<file path="config.mk">
export PLATFORM = sky130hd
export DESIGN_NAME = motors_nav_fsm
export DESIGN_NICKNAME = d
export VERILOG_FILES = /design/src/rtl/motors_pkg.sv /design/src/rtl/nav_timer.sv /design/src/rtl/motors_nav_fsm.sv
export SDC_FILE = /design/constraint.sdc
export NUM_CORES = 1
export LEC_CHECK = 0
export CORE_MARGIN = 2
export CORE_UTILIZATION = 25
export CTS_BUF_LIST = sky130_fd_sc_hd__clkbuf_8
export DETAILED_ROUTE_END_ITERATION = 16
export HOLD_SLACK_MARGIN = 0.15
export PLACE_DENSITY = 0.42
export SLEW_MARGIN = 15
export SYNTH_ARGS = -nofsm -noshare
export SYNTH_HDL_FRONTEND = slang
export SYNTH_HIERARCHICAL = 1
export SYNTH_SLANG_ARGS = --single-unit
</file>
<file path="constraint.sdc">
create_clock -name clkin -period 2.8 [get_ports clkin]
set_clock_uncertainty 0.1 [all_clocks]
set_input_delay 0.42 -clock clkin [delete_from_list [all_inputs] [get_ports clkin]]
set_output_delay 0.42 -clock clkin [all_outputs]
set_load 0.05 [all_outputs]
</file>
<file path="src/rtl/motors_pkg.sv">
// Shared definitions for the navigation FSM and the motor driver.
// Latency: n/a (types, constants and a pure decode function only).
// Backpressure: n/a.
package motors_pkg;

    // Navigation state encoding; the motor driver may decode these directly.
    typedef enum logic [2:0] {
        ST_PARK   = 3'd0,
        ST_FWD    = 3'd1,
        ST_STOP   = 3'd2,
        ST_BACK   = 3'd3,
        ST_TURN_L = 3'd4,
        ST_TURN_R = 3'd5,
        ST_HALT   = 3'd6
    } nav_state_t;

    // One-hot motor commands.
    localparam logic [4:0] DIR_FORWARD  = 5'b00001;
    localparam logic [4:0] DIR_IDLE     = 5'b00010;
    localparam logic [4:0] DIR_BACKWARD = 5'b00100;
    localparam logic [4:0] DIR_LEFT     = 5'b01000;
    localparam logic [4:0] DIR_RIGHT    = 5'b10000;

    // Turn-side flag values used in alternating mode.
    localparam logic SIDE_RIGHT = 1'b0;
    localparam logic SIDE_LEFT  = 1'b1;

    // Motor command is a pure function of the state.
    function automatic logic [4:0] dir_of_state(input nav_state_t s);
        logic [4:0] d;
        case (s)
            ST_FWD:    d = DIR_FORWARD;
            ST_BACK:   d = DIR_BACKWARD;
            ST_TURN_L: d = DIR_LEFT;
            ST_TURN_R: d = DIR_RIGHT;
            default:   d = DIR_IDLE;
        endcase
        return d;
    endfunction

endpackage

</file>
<file path="src/rtl/nav_timer.sv">
// Loadable down-counter; expire is high while the count is zero.
// Latency: load takes effect on the next clkin edge; expire is combinational from the count.
// Backpressure: none. Ports: clkin, reset (async active-low), load, load_val in; expire out.
module nav_timer #(
    parameter int TIMER_W = 16
) (
    input  logic               clkin,
    input  logic               reset,
    input  logic               load,
    input  logic [TIMER_W-1:0] load_val,
    output logic               expire
);

    logic [TIMER_W-1:0] count_q;
    logic [TIMER_W-1:0] count_d;

    // Load wins over counting; the count parks at zero until reloaded.
    always_comb begin
        count_d = count_q;
        if (load) begin
            count_d = load_val;
        end else if (count_q != '0) begin
            count_d = count_q - TIMER_W'(1);
        end
    end

    always_ff @(posedge clkin or negedge reset) begin
        if (!reset) begin
            count_q <= '0;
        end else begin
            count_q <= count_d;
        end
    end

    assign expire = (count_q == '0);

endmodule

</file>
<file path="src/rtl/motors_nav_fsm.sv">
// Obstacle-avoidance navigation FSM: forward, stop, back off, turn, retry, halt on too many retries.
// Latency: outputs are registered-state decodes; input changes act on the next clkin edge.
// Backpressure: none. Ports: clkin, reset (async active-low), enable, obstacle, clear_fault in; direction[4:0], retries[3:0], fault out.
module motors_nav_fsm
    import motors_pkg::*;
#(
    parameter int STOP_CYCLES = 4,
    parameter int BACK_CYCLES = 8,
    parameter int TURN_CYCLES = 8,
    parameter int MAX_RETRIES = 3,
    parameter int TURN_MODE   = 0,
    parameter int TIMER_W     = 16
) (
    input  logic       clkin,
    input  logic       reset,
    input  logic       enable,
    input  logic       obstacle,
    input  logic       clear_fault,
    output logic [4:0] direction,
    output logic [3:0] retries,
    output logic       fault
);

    localparam logic [TIMER_W-1:0] STOP_LOAD = TIMER_W'(STOP_CYCLES - 1);
    localparam logic [TIMER_W-1:0] BACK_LOAD = TIMER_W'(BACK_CYCLES - 1);
    localparam logic [TIMER_W-1:0] TURN_LOAD = TIMER_W'(TURN_CYCLES - 1);
    localparam logic [3:0]         RETRY_MAX = 4'(MAX_RETRIES);

    nav_state_t         state_q, state_d;
    logic [3:0]         retries_q, retries_d;
    logic               side_q, side_d;
    logic               tmr_load;
    logic [TIMER_W-1:0] tmr_val;
    logic               tmr_expire;
    logic [3:0]         retries_inc;
    logic               turn_right;

    nav_timer #(
        .TIMER_W (TIMER_W)
    ) u_timer (
        .clkin    (clkin),
        .reset    (reset),
        .load     (tmr_load),
        .load_val (tmr_val),
        .expire   (tmr_expire)
    );

    // Saturating increment of the attempt counter.
    assign retries_inc = (retries_q >= RETRY_MAX) ? RETRY_MAX : retries_q + 4'd1;
    // Fixed-right mode ignores the side flag entirely.
    assign turn_right  = (TURN_MODE == 0) || (side_q == SIDE_RIGHT);

    always_comb begin
        state_d   = state_q;
        retries_d = retries_q;
        side_d    = side_q;
        tmr_load  = 1'b0;
        tmr_val   = '0;

        if (state_q == ST_HALT) begin
            // HALT outranks enable: only clear_fault gets out.
            if (clear_fault) begin
                state_d   = ST_PARK;
                retries_d = 4'd0;
            end
        end else if (!enable) begin
            // Parking abandons any running timer; it is reloaded on the next timed entry.
            state_d = ST_PARK;
        end else begin
            case (state_q)
                ST_PARK: begin
                    state_d   = ST_FWD;
                    retries_d = 4'd0;
                end
                ST_FWD: begin
                    if (obstacle) begin
                        state_d  = ST_STOP;
                        tmr_load = 1'b1;
                        tmr_val  = STOP_LOAD;
                    end
                end
                ST_STOP: begin
                    if (!obstacle) begin
                        state_d   = ST_FWD;
                        retries_d = 4'd0;
                    end else if (tmr_expire) begin
                        state_d  = ST_BACK;
                        tmr_load = 1'b1;
                        tmr_val  = BACK_LOAD;
                    end
                end
                ST_BACK: begin
                    if (tmr_expire) begin
                        state_d  = turn_right ? ST_TURN_R : ST_TURN_L;
                        tmr_load = 1'b1;
                        tmr_val  = TURN_LOAD;
                        if (TURN_MODE != 0) begin
                            side_d = ~side_q;
                        end
                    end
                end
                ST_TURN_L, ST_TURN_R: begin
                    if (tmr_expire) begin
                        if (!obstacle) begin
                            state_d   = ST_FWD;
                            retries_d = 4'd0;
                        end else begin
                            retries_d = retries_inc;
                            if (retries_inc == RETRY_MAX) begin
                                state_d = ST_HALT;
                            end else begin
                                state_d  = ST_BACK;
                                tmr_load = 1'b1;
                                tmr_val  = BACK_LOAD;
                            end
                        end
                    end
                end
                default: begin
                    state_d = ST_PARK;
                end
            endcase
        end
    end

    always_ff @(posedge clkin or negedge reset) begin
        if (!reset) begin
            state_q   <= ST_PARK;
            retries_q <= 4'd0;
            side_q    <= SIDE_RIGHT;
        end else begin
            state_q   <= state_d;
            retries_q <= retries_d;
            side_q    <= side_d;
        end
    end

    assign direction = dir_of_state(state_q);
    assign retries   = retries_q;
    assign fault     = (state_q == ST_HALT);

endmodule
</file>
Word-level counts from Yosys, hierarchy flattened

Cells that the tools add are included.

Reductions and logical operators: 9
Shift-type cells: 0
Bitwise gates (word level): 0
Multipliers: 0
Eq/ne operators: 14
Mux-type cells: 40
Divide/modulo/power cells: 0
Add/sub/neg operators: 2
$lt $le $gt $ge: 1

Operator list:

| operator              | number |
|---|---|
| $mux 16               | 3 |
| $mux 3                | 16 |
| $mux 4                | 7 |
| $pmux 5 s4            | 1 |
| $logic_not 16->1      | 1 |
| $reduce_bool 16->1    | 1 |
| $sub 16x1->16 const B | 1 |
| $pmux 3 s5            | 1 |
| $ne 4x4->1 const B    | 3 |
| $pmux 3 s4            | 1 |
| $pmux 4 s3            | 1 |
| $reduce_and 5->1      | 2 |
| $eq 3x3->1 const B    | 3 |
| $mux 1                | 8 |
| $eq 3x2->1 const B    | 2 |
| $ne 3x3->1 const B    | 2 |
| $ne 5x5->1 const B    | 1 |
| $add 4x1->4 const B   | 1 |
| $eq 4x2->1 const B    | 1 |
| $ge 4x2->1 const B    | 1 |
| $pmux 1 s4            | 1 |
| $reduce_bool 2->1     | 2 |
| $reduce_bool 4->1     | 1 |
| $eq 3x1->1 const B    | 1 |
| other kinds (4)       | 4 |

Memory bits (writable): 0
Bits in latches: 0
Memories: 0
Register bits after elaboration: 23
Memory bits (read-only): 0
Output and inout bits: 10

Depth between registers and ports, before layout

Gate-level depths: netlist of the first run.

Depth after elaboration: 10
Depth in mapped cells: 15

Cells and area by module

The synthesis of the first run kept the hierarchy.

By module, submodules not included:

| module         | times used | cells each | seq. area each (sq um) | area each (sq um) |
|---|---|---|---|---|
| nav_timer      | 1          | 104        | 400.4                  | 959.7 |
| motors_nav_fsm | 1          | 70         | 175.2                  | 605.6 |

Worst setup path before layout of the first run

OpenSTA, ideal clock, no wires.

Path kind: reg-to-reg
From: register u_timer.count_q[0]
To: register u_timer.count_q[4]
Buffers on the path: 3
Slack: -298 ps
Data required time: 2581 ps
Arrival: 2879 ps
Cell stages (with the launch flop): 15
Cells stage by stage: dfrtp_1 inv_1 ha_1 or3b_1 buf_2 nand4b_4 nor2_8 mux2_2 nand2_1 a21oi_1 o21a_1 clkbuf_1 clkinv_1 clkbuf_1 o21a_1

Word-level cells in the longest chain between the ends: 7

Ends and longest elaborated chain:

| item                                                | line                                       | source |
|---|---|---|
| start, declared                                     | nav_timer.sv:14                            | `logic [TIMER_W-1:0] count_q;` |
| start signal, assigned                              | nav_timer.sv:31                            | `count_q <= count_d;` |
| $logic_not 16->1 *                                  | nav_timer.sv:35                            | `assign expire = (count_q == '0);` |
| net tmr_expire                                      | motors_nav_fsm.sv:34                       | `logic tmr_expire;` |
| $mux 1                                              | motors_nav_fsm.sv:86, motors_nav_fsm.sv:93 |  |
| $mux 1                                              | motors_nav_fsm.sv:83                       | `if (!obstacle) begin` |
| $pmux 1 s4 *                                        | motors_nav_fsm.sv:70                       | `case (state_q)` |
| $mux 1 *                                            | motors_nav_fsm.sv:66                       | `end else if (!enable) begin` |
| $mux 1 *                                            | motors_nav_fsm.sv:60                       | `if (state_q == ST_HALT) begin` |
| net tmr_load                                        | motors_nav_fsm.sv:32                       | `logic tmr_load;` |
| $mux 16 / $reduce_bool 2->1 (equally long branches) | -                                          |  |

The timed path passes the listed nets; every way through them passes the cells marked *. The select of a mux whose other input is x is not followed.
A chain may end at the register's enable or synchronous reset.

Worst setup path in the final report of the first run

From: register u_timer.count_q[1]
To: register u_timer.count_q[1]

The elaborated chain is that of the path after synthesis.

==> impl_metrics.ini, run 1 <==
[worst_setup_path]
crit_family = simple AND/OR/NAND/NOR gates
crit_path_top_delay_cell = dfrtp_1
arrival_ns = 2.69
criticalPathCategory = register to register
worst_path_largest_cell_delay_ns = 0.41
end_kind = register
crit_buf_inv = 3
crit_fanout = 17
crit_chain = inv_1 -> ha_1 -> or3b_1 -> nand4b_4 -> nor2_8 -> buf_4 -> and3_1 -> o21a_4 -> clkinv_4 -> mux2_2
crit_path_start_kind = register
required_ns = 2.86

[grt]
antenna_found_initial = 0
grt_pass1_wl_mm = 6.24
grt_pass1_vias = 1266
grt_start_max_net_pins = 24
track_usage_pct = 11.0
grt_overflow = 0

[floorplanning]
fp.dieH_um = 83.1
coreArea_um2 = 5990
start_util_pct = 26.1
ios = 15
die-area_um2 = 6910
rows = 28
die_w_um = 83.1

[timing]
hold_violations = 0
slew_headroom_pct = 57.4
fin_tns_setup_ns = 0
rsz0062_at_grt = no
post-route-period-util_pct = 93.9
period_needed_ns = 2.63
tightestPinTransition_ns = 0.634
max_freq_mhz = 381
hold_slack_ns = 0.409
finalSetupViolations = 0
drv_slew = 0

[power_and_ir_drop]
irDropWorstVdd_uv = 209
power_density_nw_per_um2 = 729
leakagePower_nw = 0.831
power_w = 0.00143

[cts]
clockBufferDepth = 2
cts_hold_buf = 0
cts_buffers = 3
clkSinkCount = 23
root_buffer = clkbuf_8
insertion_delay_ns = 0.27
htree_levels = 1
cts_tree = yes
clk_pin_slew_worst_paths_ns = 0.09
post_cts_buffers = 0

[logic_synthesis]
async_flop_share_pct = 100
ys_seq_elements = 23
yosys_warnings = 6
synth_enable_flop_cells = 0
synth_flop_cell = dfrtp_1
synth_area_um2 = 1570
avgSynthCellArea_um2 = 9.00
yosysSeqAreaShare_pct = 36.8
netlist_instances = 174
ys_types = 49

[detailed_routing]
wl_per_cell_um = 12.3
drt-initial-drc-count = 36
vias = 1275
drc = 0
routed_wl_mm = 3.49
drt-vias-per-instance = 4.47
dr.pass1.iters = 4
final_antenna_net_count = 0

[flow_run]
cap_viol_max_count = 0

[final_layout]
area_growth_pct = 25.0
final_cells = 285
final_area_um2 = 1960
drive_above_1_share_pct = 19.0
num_antenna_cells = 0
nets = 218

[placement]
numPortBuffers = 14
dp_hpwl_mm = 2.53
placed_cell_area_um2 = 1900
place.gp.congestion = 0.710
dp_cells = 281

[status]
status = finished, final reports clean

[min_path]
hold_path.class = input port to async pin
==> area by class of cell <==
class | instances | area [um2]
fill | 634 | 4030
multi-input combinational | 145 | 948
sequential | 23 | 576
timing repair buffer | 30 | 258
tap | 75 | 93.8
clock buffer | 3 | 41.3
inverter | 8 | 35.0
clock inverter | 1 | 5.00
==> logic make-up after synthesis <==
family                     share of synthesized area (%)
AOI/OAI and AO/OA                                   18.1
xor gates and xnor gates                            5.04
adders and majority gates                           1.60
buffers and inverters                               6.23
DFF                                                 36.8
muxes                                               7.27
other                                              0.240
and+or+nand+nor                                     24.8
==> per-stage QoR <==
stage / worst slack [ns] / util [%]
2_1_floorplan: 0.00870 / -
3_3_place_gp: 0.0870 / 31.8
3_5_place_dp: 0.0138 / 31.8
4_1_cts: 0.112 / 32.6
5_1_grt: 0.00686 / 32.7
6_report: 0.172 / 32.7
==> synth_stat cells, types with 3 or more instances <==
cell type	n	area [um2]
dfrtp_1	23	576
nand2_1	22	82.6
nor2_1	11	41.3
a21oi_1	9	45.0
xnor2_1	9	78.8
nor3_1	8	40.0
inv_1	7	26.3
mux2_2	7	78.8
o21ai_0	7	35.0
a211oi_1	4	30.0
nand3_1	4	20.0
nor2b_1	4	25.0
o21a_1	4	30.0
o21ai_1	4	20.0
buf_6	3	33.8
clkbuf_1	3	11.3
==> registers in the layout, indices dropped and copies added (netlist names) <==
name	flops
state_q	3
retries	4
u_timer/count_q	16
==> metal layers <==
layer  up-vias  share of wire (%)  wire (um)  track usage [%]
li1        682                  -          -                -
met1       585                 53       1840             16.4
met2         6                 45       1570             16.1
met3         2                1.1         37             1.49
met4         0                1.2         41             4.02
met5         -                  0          0                0
==> what timing repair did <==
| action | 4_1_cts | 5_1_grt |
|---|---|---|
| endpoints found under the setup margin | 2 | 5 |
| pin swaps | 0 | 1 |
| resized for setup | 1 | 1 |
==> power by group <==
part           switching (W)  internal (W)  leakage [nW]
Combinational       0.000317      0.000311         0.519
Sequential          0.000126      0.000455         0.286
Clock               0.000118     0.0000996        0.0255
Total               0.000561      0.000865         0.831
==> placed cells by master, fill, tap and decap left out, types with 7 or more instances in the layout <==
cell / synthesis / layout
a21oi_1: 9 / 8
o21ai_0: 7 / 7
xnor2_1: 9 / 9
nor3_1: 8 / 8
conb_1: 1 / 13
nor2_1: 11 / 11
buf_4: 1 / 17
mux2_2: 7 / 7
dfrtp_1: 23 / 23
nand2_1: 22 / 22
inv_1: 7 / 7
clkdlybuf4s50_1: 0 / 13
==> final timing paths <==
path / from / endpoint / slack, ns / cells after the start
worst min register to register: retries[3] / retries[3] / 0.42 / 2
worst max register to register: u_timer/count_q[1] / u_timer/count_q[1] / 0.17 / 10
worst max-delay path: u_timer/count_q[1] / u_timer/count_q[1] / 0.17 / 10
min in group clkin: retries[3] / retries[3] / 0.42 / 2
max in group asynchronous: reset / u_timer/count_q[12] / 1.95 / 2
worst min-delay path: reset / u_timer/count_q[3] / 0.41 / 2
Power figures use the tool's default switching activity.
==> inputs of run 2 (changes only) <==
- CTS_CLUSTER_DIAMETER: default -> 60
==> results of run 2 <==
The final DEF is identical to that of run 1; final timing and power are the same.
==> variant, RTL diff (settings of run 1) <==
Change the parameter `TURN_MODE` from 0 to 1.
--- a/src/rtl/motors_nav_fsm.sv
+++ b/src/rtl/motors_nav_fsm.sv
@@ -10,3 +10,3 @@
     parameter int MAX_RETRIES = 3,
-    parameter int TURN_MODE   = 0,
+    parameter int TURN_MODE   = 1,
     parameter int TIMER_W     = 16
Behaviour: no difference found for any inputs over 10 cycles, from zero or initial values and one cycle with reset low; that may be too few to reach the edited logic, so the function may still have changed.
==> variant against run 1 <==
- critical path depth increased by 1
- sequential cell count grew 1
- synthesized area is 0.64% higher
- cell area rose by 3.5%
- count of clock-buffer cells in the layout is the same
- first-iteration DRC count shrank 5.6%
- setup slack lost 0.019 ns
- total power increased by 10%
- via count increased by 4.8%
- routed wire length grew 3.9%
==> variant: results (changes against run 1) <==
- The violation count after the first detailed-route iteration is 34 (was 36).
- The number of global-route vias before repair is 1293 (was 1266).
- The critical path data arrival time is 2.72 ns (was 2.69 ns).
- The overall routing resource usage is 11.1% (was 11.0%).
- The routed length on met3 was 46 um (was 37 um).
- The launch point of the critical path is u_timer/count_q[0] (was u_timer/count_q[1]).
- Commonest cells in the synthesized netlist: 24 x sky130_fd_sc_hd__dfrtp_1, 20 x sky130_fd_sc_hd__nand2_1, 14 x sky130_fd_sc_hd__a21oi_1 (was 23 x sky130_fd_sc_hd__dfrtp_1, 22 x sky130_fd_sc_hd__nand2_1, 11 x sky130_fd_sc_hd__nor2_1).
- The via-per-instance ratio is 4.59 (was 4.47).
- The ratio of cells with drive above 1 in the final layout is 16.2% (was 19.0%).
- The pre-CTS setup slack was 0.0274 ns (was 0.0138 ns).
- The share of the synthesized netlist area taken by xor and xnor gates is 5.00% (was 5.04%).
- The final weighted congestion of routability-driven global placement is 0.758 (was 0.710).
- The mean instance size in the synthesized netlist was 8.80 um^2 (was 9.00 um^2).
- The met1 global-route usage is 15.8% (was 16.4%).
- The maximum VDD drop came to 0.000301 V (was 0.000209 V).
- The met3 demand-to-capacity share in global routing is 1.29% (was 1.49%).
- The mux cell area share after synthesis is 5.96% (was 7.27%).
- The share of the yosys chip area belonging to registers is 38.1% (was 36.8%).
- The placement-stage cell area is 1950 um^2 (was 1900 um^2).
- The compound-cell area share of the yosys netlist is 19.6% (was 18.1%).
- The logic depth of the worst register-to-register path is 11 (was 10).
- The maximum number of pins on one net before global-route repair is 25 (was 24).
- The maximum single-stage delay on the critical path came to 0.39 ns (was 0.41 ns).
- The detail-routed net length per standard cell is 12.5 um (was 12.3 um).
- The filler-free cell count of the finished design is 291 (was 285).
- Leading cell types by total area after synthesis: sky130_fd_sc_hd__dfrtp_1 38%, sky130_fd_sc_hd__nand2_1 4.8%, sky130_fd_sc_hd__a21oi_1 4.4%, sky130_fd_sc_hd__xnor2_1 4.4%, sky130_fd_sc_hd__nor2_1 3.1% (was sky130_fd_sc_hd__dfrtp_1 37%, sky130_fd_sc_hd__nand2_1 5.3%, sky130_fd_sc_hd__mux2_2 5.0%, sky130_fd_sc_hd__xnor2_1 5.0%, sky130_fd_sc_hd__a21oi_1 2.9%).
- The adder-cell share of the synthesized area is 1.59% (was 1.60%).
- The fill cell instance count of the final layout is 646 (was 634).
- The routed metal-1 wire length is 1950 um (was 1840 um).
- The capturing instance or port of the critical path was u_timer/count_q[10] (was u_timer/count_q[1]).
- Outcome: finished, final reports clean (unchanged).
- The half-perimeter wire length after placement is 2650 um (was 2530 um).
- The wire length of the first global-routing pass is 6220 um (was 6240 um).
- The net switching power is 586 uW (was 561 uW).
- The timing-limited maximum frequency is 0.378 GHz (was 0.381 GHz).
variant: cell count changes in the layout (fill, tap and decap cells not counted), sizes merged, moves of 3 or more:
| cell | delta |
|---|---|
| a21oi | +3 |
| inv | +3 |
| mux2 | -3 |
| nand2 | -3 |
| o22ai | +3 |
variant: worst reg2reg max path, delay by kind of cell, from the launching register on:
kind,cells,cell delay (ns)
simple gates,4,0.82
mux,2,0.46
compound gates,2,0.36
fa+ha+maj,1,0.17
buf+inv,2,0.24
flops,1,0.39
variant: power groups by stage:
stage               logic (mW)  clock network [mW]  registers (mW)
finish                   0.654               0.315           0.605
global route             0.735               0.346           0.625
CTS                      0.660               0.327           0.604
detailed placement       0.657                   0           0.611
global placement         0.666                   0           0.613
floorplan                0.495                   0           0.577
variant: cell families after synthesis:
logic type	count (synthesis)
adders and majority gates	2
buffers and inverters	19
DFF	24
and+or+nand+nor	67
xor gates and xnor gates	9
muxes	8
AOI/OAI and AO/OA	49
other	1
variant: through the flow:
step | total power, mW | hold slack [ns]
after detailed placement | 1.27 | 0.359
final | 1.57 | 0.372
after global placement | 1.28 | 0.352
after floorplan | 1.07 | 0.0244
after CTS | 1.59 | 0.373
after global routing | 1.71 | 0.386
variant: area by class of cell:
cell class	instances	area, um^2	share of cell area (%)
Clock buffer	3	41.3	2.04
Multi-Input combinational cell	148	948	46.8
Sequential cell	24	601	29.6
Clock inverter	1	30.0	1.48
Inverter	11	46.3	2.29
Tap cell	75	93.8	4.63
Timing Repair Buffer	29	265	13.1
variant: how the worst min path moves through the flow:
stage	startpoint	to	slack (ns)	cells past startpoint
after detailed placement	side_q	side_q	0.36	1
after global routing	side_q	side_q	0.39	1
final	side_q	side_q	0.37	1
after global placement	side_q	side_q	0.35	1
after CTS	side_q	side_q	0.37	1
after floorplan	reset	retries[0]	0.02	0
